$ cat src/rtl/rfsoc_cfg_serializer.sv
// Serial configuration shifter: shifts a parallel word MSB-first onto cfg_lines[0] while
// toggling only the selected serial clock line. Optional even-parity bit: RFSOC_CFG_SER_PARITY_EN.
module rfsoc_cfg_serializer #(
    parameter int DATA_W    = 32,
    parameter int CLK_DIV   = 4,
    parameter int NUM_LINES = 2
) (
    input  logic                 clk,
    input  logic                 rst,
    input  logic                 in_valid,
    output logic                 in_ready,
    input  logic [DATA_W-1:0]    in_data,
    input  logic [7:0]           in_target,
    output logic [NUM_LINES-1:0] cfg_lines,
    output logic                 busy,
    output logic                 done,
    output logic                 err
);
`ifdef RFSOC_CFG_SER_PARITY_EN
    localparam int NBITS = DATA_W + 1;
`else
    localparam int NBITS = DATA_W;
`endif
    localparam int BCNT_W = $clog2(NBITS + 1);
    localparam int PH_W   = (CLK_DIV > 1) ? $clog2(CLK_DIV) : 1;
    localparam logic [PH_W-1:0]   PH_LAST = PH_W'(CLK_DIV - 1);
    localparam logic [BCNT_W-1:0] BCNT_N  = BCNT_W'(NBITS);
    localparam logic [BCNT_W-1:0] BCNT_1  = BCNT_W'(1);

    typedef enum logic [1:0] {IDLE, LOW, HIGH} state_t;

    state_t               state, state_nxt;
    logic [NBITS-1:0]     shreg, shreg_nxt, load_word;
    logic [7:0]           tgt, tgt_nxt;
    logic [PH_W-1:0]      phase, phase_nxt;
    logic [BCNT_W-1:0]    bcnt, bcnt_nxt;
    logic [NUM_LINES-1:0] lines_nxt;
    logic                 done_nxt, err_nxt;
    logic                 tgt_ok, ph_last;

    // Line image for one phase: data bit on line 0, clock level only on the target line.
    function automatic logic [NUM_LINES-1:0] line_image(input logic d, input logic c,
                                                        input logic [7:0] t);
        logic [NUM_LINES-1:0] v;
        v    = '0;
        v[0] = d;
        for (int i = 1; i < NUM_LINES; i++)
            if (t == 8'(i)) v[i] = c;
        return v;
    endfunction

    assign tgt_ok   = (in_target != 8'd0) && ({24'd0, in_target} < 32'(NUM_LINES));
    assign ph_last  = (phase == PH_LAST);
    assign in_ready = (state == IDLE);
    assign busy     = (state != IDLE);

`ifdef RFSOC_CFG_SER_PARITY_EN
    assign load_word = {in_data, ^in_data};
`else
    assign load_word = in_data;
`endif

    always_comb begin
        state_nxt = state;
        shreg_nxt = shreg;
        tgt_nxt   = tgt;
        phase_nxt = phase;
        bcnt_nxt  = bcnt;
        lines_nxt = cfg_lines;
        done_nxt  = 1'b0;
        err_nxt   = 1'b0;
        case (state)
            IDLE: begin
                if (in_valid) begin
                    if (tgt_ok) begin
                        state_nxt = LOW;
                        shreg_nxt = load_word;
                        tgt_nxt   = in_target;
                        phase_nxt = '0;
                        bcnt_nxt  = BCNT_N;
                        lines_nxt = line_image(load_word[NBITS-1], 1'b0, in_target);
                    end else begin
                        // Rejected command is consumed; lines stay quiet.
                        err_nxt = 1'b1;
                    end
                end
            end
            LOW: begin
                if (ph_last) begin
                    state_nxt = HIGH;
                    phase_nxt = '0;
                    lines_nxt = line_image(shreg[NBITS-1], 1'b1, tgt);
                end else begin
                    phase_nxt = phase + 1'b1;
                end
            end
            HIGH: begin
                if (ph_last) begin
                    phase_nxt = '0;
                    bcnt_nxt  = bcnt - BCNT_1;
                    if (bcnt == BCNT_1) begin
                        state_nxt = IDLE;
                        shreg_nxt = '0;
                        tgt_nxt   = '0;
                        bcnt_nxt  = '0;
                        lines_nxt = '0;
                        done_nxt  = 1'b1;
                    end else begin
                        // Next data bit changes on the same edge the clock falls.
                        state_nxt = LOW;
                        shreg_nxt = shreg << 1;
                        lines_nxt = line_image(shreg_nxt[NBITS-1], 1'b0, tgt);
                    end
                end else begin
                    phase_nxt = phase + 1'b1;
                end
            end
            default: begin
                state_nxt = IDLE;
                lines_nxt = '0;
            end
        endcase
    end

    always_ff @(posedge clk or posedge rst) begin
        if (rst) begin
            state     <= IDLE;
            shreg     <= '0;
            tgt       <= '0;
            phase     <= '0;
            bcnt      <= '0;
            cfg_lines <= '0;
            done      <= 1'b0;
            err       <= 1'b0;
        end else begin
            state     <= state_nxt;
            shreg     <= shreg_nxt;
            tgt       <= tgt_nxt;
            phase     <= phase_nxt;
            bcnt      <= bcnt_nxt;
            cfg_lines <= lines_nxt;
            done      <= done_nxt;
            err       <= err_nxt;
        end
    end
endmodule

$ cat config.mk
export PLATFORM = sky130hd
export DESIGN_NAME = rfsoc_cfg_serializer
export DESIGN_NICKNAME = d
export VERILOG_FILES = /design/src/rtl/rfsoc_cfg_serializer.sv
export SDC_FILE = /design/constraint.sdc
export NUM_CORES = 1
export LEC_CHECK = 0
export BUFFER_PORTS_ARGS = -buffer_cell sky130_fd_sc_hd__buf_2
export CORE_ASPECT_RATIO = 2
export CORE_MARGIN = 2
export CORE_UTILIZATION = 40
export CTS_CLUSTER_SIZE = 40
export DETAILED_ROUTE_END_ITERATION = 7
export PLACE_DENSITY = 0.62
export SLEW_MARGIN = 20
export SYNTH_ARGS = -nofsm -noshare
export SYNTH_HDL_FRONTEND = slang
export SYNTH_SLANG_ARGS = --single-unit
export TNS_END_PERCENT = 10
$ cat constraint.sdc
create_clock -name clk -period 5.2 [get_ports clk]
set_input_delay 0.52 -clock clk [delete_from_list [all_inputs] [get_ports clk]]
set_output_delay 0.52 -clock clk [all_outputs]
set_load 0.05 [all_outputs]
==> results of run 1 <==
cell usage after synthesis (3+ instances only):
| master | n |
|---|---|
| dfrtp_1 | 54 |
| a22o_1 | 27 |
| mux2_1 | 14 |
| mux2_4 | 14 |
| o21ai_0 | 12 |
| inv_1 | 9 |
| ha_1 | 8 |
| nor2b_1 | 7 |
| a22o_2 | 6 |
| nand2_1 | 6 |
| nor2_1 | 5 |
| buf_6 | 4 |
| mux2_2 | 4 |
| o31ai_1 | 4 |
| buf_2 | 3 |
| clkbuf_1 | 3 |
| nand3_1 | 3 |
| o22ai_1 | 3 |
registers in the layout, indices dropped and copies added, names as in the netlist:
signal	flops
shreg	32
state	2
err	1
phase	2
done	1
bcnt	6
tgt	8
cfg_lines	2
power by group through the flow:
stage	logic (uW)	registers (uW)	clock network, uW
final	969	707	320
after global routing	1060	728	348
after CTS	982	707	331
after detailed placement	976	711	0
after global placement	966	707	0
after floorplan	809	707	0
layout make-up:
cell class / count / area, um^2 / share of cell area, %
Multi-Input combinational cell: 137 / 1260 / 39.9
Tap cell: 88 / 110 / 3.49
Sequential cell: 54 / 1350 / 42.9
Inverter: 11 / 41.3 / 1.31
Clock inverter: 1 / 7.51 / 0.238
Clock buffer: 6 / 129 / 4.09
Timing Repair Buffer: 50 / 255 / 8.10
tightest hold or removal path, delay by kind of cell:
family / cells / cell delay [ns]
buf+inv: 3 / 0.66
layer usage:
metal / GRT usage, % / vias to the layer above
li1: - / 889
met1: 18.1 / 934
met2: 28.4 / 34
met3: 3.99 / 8
met4: 6.81 / 0
met5: 0 / -
logic make-up (layout without fill, tap and decap cells):
kind of cell | count (synthesis) | count (layout) | share of synthesized area [%]
adder cells (fa/ha/maj) | 8 | 8 | 3.65
multiplexers | 33 | 33 | 15.9
AND/OR/NAND/NOR | 33 | 33 | 7.95
flip-flops | 54 | 54 | 49.3
buffers and inverters | 23 | 68 | 5.21
AO/OA/AOI/OAI | 63 | 63 | 18.0
worst max-delay path by stage:
stage	endpoint	cells past startpoint	from	slack [ns]
after global placement	shreg[21]	6	in_target[2]	2.51
after CTS	bcnt[0]	6	state[0]	2.59
final	bcnt[0]	6	state[0]	2.60
after global routing	cfg_lines[0]	6	state[0]	2.34
after floorplan	state[1]	6	state[0]	2.88
after detailed placement	shreg[21]	6	in_target[2]	2.50
per-stage QoR:
stage	total power, uW	util (%)
floorplan	1520	-
global placement	1670	45.6
detailed placement	1690	45.6
CTS	2020	47.6
global route	2130	47.6
finish	2000	47.6
==> out/metrics.csv, run 1 <==
metric;value;unit
status;completed;
R2R depth;6;
Post-Place Setup Slack;2.50;ns
r2r setup slk;2.60;ns
CP max FO;38;
synth top area cells;dfrtp_1 49%, a22o_1 8.6%, mux2_4 7.7%;
hold buffer count at CTS;0;
clock slew at reported path FFs;0.07;ns
Setup TNS Final;0;ns
Min-Delay Path Class;input pin to asynchronous set/reset pin;
floorplan row count;42;
Max Used Layer;met4;
P_int;1230;uW
WHS;0.405;ns
largest net degree at the start of global routing;55;
CP startpoint kind;flop;
M1 WL;2280;um
post-layout worst setup margin;2.60;ns
net load switching power;765;uW
initial antenna violation count;0;
core area;6620;um^2
chip height;121;um
Setup crit end kind;flop;
Yosys top cell by area;dfrtp_1;
CTS Buf Count;5;
ANT nets after route;0;
final setup fails;0;
Ports;49;
max frequency;384;MHz
max incr delay on CP;0.88;ns
IO Port Bufs;48;
Avg WL per Cell;16.2;um
GPL Wtd Cong;0.844;
mean post-synth cell area;12.8;um^2
Post-CTS Repair Setup Buffers;0;
total gr overflow;0;
Seq/Total Area, Yosys;49.3;%
post-synthesis cell area;2740;um^2
post-detail-place hpwl;3890;um
Synth Instances;214;
max cap viols;0;
PostCTS Resize Cnt;0;
die area;7570;um^2
net count reported at finish;310;
H-Tree Depth;2;
clk_skew;0.00590;ns
ANT cells;0;
# fillers;641;
final hold violations;0;
worst vdd ir;0.000304;V
Vias/cell;5.37;
WS Path Type;flop to flop;
Clk pwr share;16.0;%
WL final;5620;um
critical path's top delay family;compound AO/OA/AOI/OAI gates;
RSZ-0062 raised after global routing;false;
Non-Filler Instances;347;
Seq pwr share;35.4;%
DRC;0;
Sink Count;54;
post-synth net total;265;
Slew Limit Fails;0;
Iteration-0 DRC Markers;134;
met3 routed WL;181;um
dpl cells;340;
WL met2;3030;um
area growth from synthesis to layout;15.1;%
first-pass GRT wire length;9400;um
clk root buf;clkbuf_16;
Yosys cell types;40;
worst skew pair latency;0.29;ns
most common cell after layout, fill and taps aside;dfrtp_1;
vias in the first global route;1944;
main flop type after synthesis;dfrtp_1;
CTS tree;done;
Leakage;0.00147;uW
Initial Utilization;41.4;%
Worst R2R Start;state[0];
number of synthesized flops with an enable pin;0;
DR pass1 iterations;4;
Yosys reg bits;54;
design area;3150;um^2
Slew HR;30.4;%
dpl cell area;3020;um^2
R2R Path End;bcnt[0];
P per Cell Area;633;nW/um^2
crit-path cells;inv_1 -> ha_1 -> inv_2 -> a21oi_4 -> nand3_1 -> o21ai_0;
post-synthesis async set-or-reset flop share;100;%
via count;1865;
logic gate share of total power;48.6;%
most frequent cells in the layout;54 x dfrtp_1, 48 x buf_2, 27 x a22o_1, 14 x mux2_4, 14 x mux2_1;
Ys Warns;0;
Die Wd;62.5;um
layout cells sized above 1;35.5;%
Tmin final;2.60;ns
Clock Tree Buf Depth;2;
Crit path required time;5.41;ns
slowest library cell on the worst path;a21oi_4;
Switching Share;38.3;%
worst-margin pin slew;1.04;ns
crit share post-route;50.0;%
Crit path buffers/inverters;2;
CP arrival;2.81;ns
overall routing resource usage;16.0;%
Yosys top cell area share;49.3;%
Note: power is estimated with default switching activity, not from simulation.
==> run 2, diff against run 1 <==
- PLACE_DENSITY: 0.62 -> 0.65
- clock period: 5.2 -> 2.2 ns (I/O delays scaled with it)
==> run 2 against run 1 <==
Global-route usage shrank 0.081 points. Setup slack lost 2.3 ns. Cell area grew 3.3%. Die area is the same. Sequential share of layout area shrank 1.4 points. Register-to-register slack lost 2.3 ns. Sequential power grew 130%. First-iteration DRC count shrank 51%. Largest cell class unchanged. Highest routed layer unchanged.
==> out/metrics.csv, run 2 (synthesis results as in run 1) <==
metric;value;unit
status;completed;
CTS tree;done;
max incr delay on CP;0.43;ns
crit share post-route;87.1;%
WL final;5620;um
hold depth;3;
CP startpoint kind;flop;
max reg flops;32;
Tmin final;1.92;ns
vias in the first global route;1957;
Initial Utilization;41.4;%
overall routing resource usage;16.0;%
slowest library cell on the worst path;dfrtp_1;
largest net degree at the start of global routing;32;
Post-CTS Repair Setup Buffers;0;
worst vdd ir;0.000844;V
initial antenna violation count;0;
WHS;0.175;ns
ANT cells;0;
Ports;49;
total power;4840;uW
RSZ-0062 raised after global routing;false;
Clock Tree Buf Depth;2;
Avg WL per Cell;15.7;um
biggest regs;shreg x32, tgt x8, bcnt x6;
first-pass GRT wire length;9380;um
Slew Limit Fails;0;
max cap viols;0;
DR pass1 iterations;4;
Crit path buffers/inverters;3;
Vias/cell;5.25;
P per Cell Area;1490;nW/um^2
CP max FO;31;
Min-Delay Path Class;input pin to flop;
layout cells sized above 1;37.9;%
CP arrival;2.09;ns
WS Path Type;flop to flop;
hold_sp;in_valid;
post-detail-place hpwl;4040;um
ANT nets after route;0;
H-Tree Depth;2;
Sink Count;54;
Finished Core Util;49.2;%
Leakage;0.00153;uW
clk_skew;0.00757;ns
r2r setup slk;0.28;ns
worst-margin pin slew;0.549;ns
post-layout worst setup margin;0.285;ns
max frequency;522;MHz
floorplan row count;42;
via count;1874;
crit-path cells;inv_1 -> ha_2 -> inv_2 -> a31oi_1 -> nor2_4 -> buf_12 -> mux2_1;
R2R depth;7;
net count reported at finish;319;
Slew HR;63.4;%
final setup fails;0;
Setup TNS Final;0;ns
total gr overflow;0;
worst skew pair latency;0.29;ns
DRC;0;
Worst R2R Start;state[0];
clock slew at reported path FFs;0.07;ns
Crit path required time;2.37;ns
Die Wd;62.5;um
Setup crit end kind;flop;
CTS Buf Count;5;
Hold Path Sink;err;
die area;7570;um^2
chip height;121;um
critical path's top delay family;flip-flops;
area growth from synthesis to layout;18.9;%
final hold violations;0;
core area;6620;um^2
R2R Path End;shreg[19];
clk root buf;clkbuf_16;
# fillers;620;
most common cell after layout, fill and taps aside;dfrtp_1;
Reg with most FFs;shreg;
Post-Place Setup Slack;0.303;ns
GPL Wtd Cong;0.764;
most frequent cells in the layout;54 x dfrtp_1, 48 x buf_2, 27 x a22o_1, 14 x mux2_4, 14 x mux2_1;
IO Port Bufs;48;
Iteration-0 DRC Markers;66;
## run 2: worst max-delay path by stage
| stage | start | endpoint | cells past startpoint |
|---|---|---|---|
| global placement | state[1] | shreg[14] | 7 |
| floorplan | state[0] | state[1] | 6 |
| CTS | state[0] | shreg[14] | 7 |
| detailed placement | state[0] | shreg[14] | 7 |
| global route | state[1] | shreg[11] | 7 |
| finish | state[0] | shreg[19] | 7 |
## run 2: worst reg2reg max path, delay by kind of cell, from the launching register on
kind / cells / cell delay [ns]
buffers and inverters: 3 / 0.38
AO/OA/AOI/OAI: 1 / 0.30
adder cells (fa/ha/maj): 1 / 0.29
flip-flops: 1 / 0.43
AND/OR/NAND/NOR: 1 / 0.06
multiplexers: 1 / 0.34
## run 2: power breakdown
group / internal [uW] / switching [uW] / total (uW)
combinational: 1180 / 1230 / 2410
sequential: 1410 / 250 / 1660
clock: 423 / 350 / 773
## run 2: cell type report
cell class | instances | area [um^2] | share of cell area (%)
Clock buffer | 6 | 129 | 3.96
Clock inverter | 2 | 13.8 | 0.423
Inverter | 11 | 41.3 | 1.27
Timing Repair Buffer | 59 | 350 | 10.8
Tap cell | 88 | 110 | 3.38
Sequential cell | 54 | 1350 | 41.5
Multi-Input combinational cell | 137 | 1260 | 38.7
## run 2: stage by stage
stage | cell area, um^2 | cells
floorplan | 2740 | 214
global placement | 3100 | 348
detailed placement | 3100 | 348
CTS | 3260 | 357
global route | 3260 | 357
finish | 3260 | 357
## run 2: per-layer routing
metal	part of all wire (%)	vias to the layer above	global-route usage [%]
met4	2.1	0	7.08
li1	-	903	-
met1	41	931	18.0
met5	0	-	0
met3	3.1	6	3.06
met2	54	34	28.8
## run 2: timing repair
action	in CTS	in global routing
resized for setup	0	0
hold buffers	1	0
endpoints found under the hold margin	23	0
==> run 3, diff against run 2 <==
- PLACE_DENSITY: 0.65 -> 0.75
- SETUP_SLACK_MARGIN: default -> 0.5
==> run 3 against run 2 <==
Die area unchanged. Routed wire length increased by 12%. Global-route usage increased by 1.7 points.
==> out/metrics.csv, run 3 (synthesis results as in run 1) <==
metric;value;unit
Vias/cell;5.42;
biggest regs;shreg x32, tgt x8, bcnt x6;
RSZ-0062 raised after global routing;true;
P_int;3520;uW
CP startpoint kind;flop;
WL final;6320;um
total power;5610;uW
Crit path required time;2.39;ns
clk root buf;clkbuf_16;
# fillers;588;
worst vdd ir;0.000789;V
hold_sp;in_data[0];
WS Path Type;flop to flop;
core area;6620;um^2
status;completed;
Tmin final;1.78;ns
chip height;121;um
Seq pwr share;30.1;%
via count;2004;
net count reported at finish;332;
floorplan row count;42;
vias in the first global route;2153;
Leakage;0.00165;uW
Initial Utilization;41.4;%
largest net degree at the start of global routing;26;
DR pass1 iterations;6;
crit share post-route;81.0;%
Avg WL per Cell;17.1;um
most common cell after layout, fill and taps aside;dfrtp_1;
logic gate share of total power;53.5;%
Iteration-0 DRC Markers;73;
overall routing resource usage;17.6;%
final setup fails;0;
GPL Wtd Cong;0.799;
Clk pwr share;16.4;%
DRC;0;
clock slew at reported path FFs;0.07;ns
ANT nets after route;0;
Die Wd;62.5;um
Reg with most FFs;shreg;
first-pass GRT wire length;10300;um
CTS Buf Count;5;
Finished Core Util;53.4;%
Slew Limit Fails;0;
Min-Delay Path Class;input pin to flop;
Switching Share;37.2;%
net load switching power;2090;uW
H-Tree Depth;2;
CP max FO;17;
Crit path buffers/inverters;4;
Sink Count;54;
max reg flops;32;
max cap viols;0;
CTS tree;done;
Slew HR;74.7;%
slowest library cell on the worst path;dfrtp_1;
ANT cells;0;
worst skew pair latency;0.30;ns
most frequent cells in the layout;52 x dfrtp_1, 48 x buf_2, 27 x a22o_1, 20 x mux2_4, 15 x buf_4;
Clock Tree Buf Depth;2;
Setup crit start;state[0];
IO Port Bufs;48;
clk_skew;0.00885;ns
critical path's top delay family;buffers and inverters;
crit-path cells;inv_2 -> ha_4 -> buf_4 -> inv_6 -> a21oi_4 -> buf_16 -> nor2_1 -> o31ai_1;
initial antenna violation count;0;
layout cells sized above 1;45.7;%
CP arrival;1.97;ns
Worst R2R Start;state[0];
final hold violations;0;
Setup crit end kind;flop;
P per Cell Area;1590;nW/um^2
die area;7570;um^2
worst-margin pin slew;0.379;ns
max incr delay on CP;0.40;ns
max frequency;561;MHz
post-detail-place hpwl;4110;um
area growth from synthesis to layout;28.9;%
total gr overflow;0;
Ports;49;
## run 3: cell types whose count changed in the layout (fill, tap and decap cells not counted), moves of 2 or more
cell,before,now
mux2_4,14,20
inv_1,8,6
inv_6,0,2
buf_12,2,4
mux2_1,14,8
ha_4,0,2
buf_4,8,15
dfrtp_1,54,52
dfrtp_2,0,2
## run 3: per-layer routing
metal | vias to the layer above | global-route usage [%] | routed length, um
met4 | 0 | 9.17 | 186
met3 | 11 | 2.78 | 243
met1 | 999 | 19.2 | 2450
met2 | 58 | 32.4 | 3440
li1 | 936 | - | -
met5 | - | 0 | 0
## run 3: area by class of cell
class	count	area, um^2	share of cell area, %
multi-input cells	138	1340	37.8
well taps	88	110	3.12
repair buffers	71	507	14.3
inverters	11	53.8	1.52
clock inverters	3	47.5	1.35
clock buffers	5	125	3.54
flip-flops and latches	54	1350	38.3
## run 3: final timing paths
kind | to | slack, ns | cells past startpoint
worst max-delay path | state[0] | 0.42 | 8
worst min-delay path | shreg[0] | 0.20 | 3
worst max register to register | state[0] | 0.42 | 8
worst min register to register | shreg[16] | 0.49 | 1
max in group asynchronous | bcnt[3] | 1.14 | 4
min in group asynchronous | shreg[5] | 0.43 | 3
## run 3: through the flow
stage          hold WS (ns)  TNS, ns  worst slack (ns)  instances  instance area, um^2
2_1_floorplan         0.339        0             0.452        214                 2830
3_3_place_gp          0.212   -0.165           -0.0390        350                 3170
3_5_place_dp          0.221    -2.47            -0.135        350                 3170
4_1_cts               0.197        0             0.421        369                 3510
5_1_grt               0.209        0             0.353        370                 3530
6_report              0.202        0             0.417        370                 3530
## run 3: what timing repair did
item / CTS / global route
cloned: 2 / 1
endpoints found under the setup margin: 42 / 45
resized for setup: 8 / 0
endpoints found under the hold margin: 16 / 0
hold buffers: 1 / 0
setup buffers: 8 / 0
pin swaps: 5 / 0
## run 3: power groups by stage
stage	logic (uW)	clock network [uW]	registers, uW
floorplan	2110	0	1680
global placement	2510	0	1670
detailed placement	2590	0	1680
CTS	2960	930	1680
global route	3210	974	1730
finish	3000	922	1690
## run 3: worst reg2reg max path, cell delays in order, from the launching register on
cell and delay (ns):
dfrtp_1 0.40, inv_2 0.11, ha_4 0.17, buf_4 0.16, inv_6 0.07, a21oi_4 0.29
buf_16 0.20, nor2_1 0.05, o31ai_1 0.23
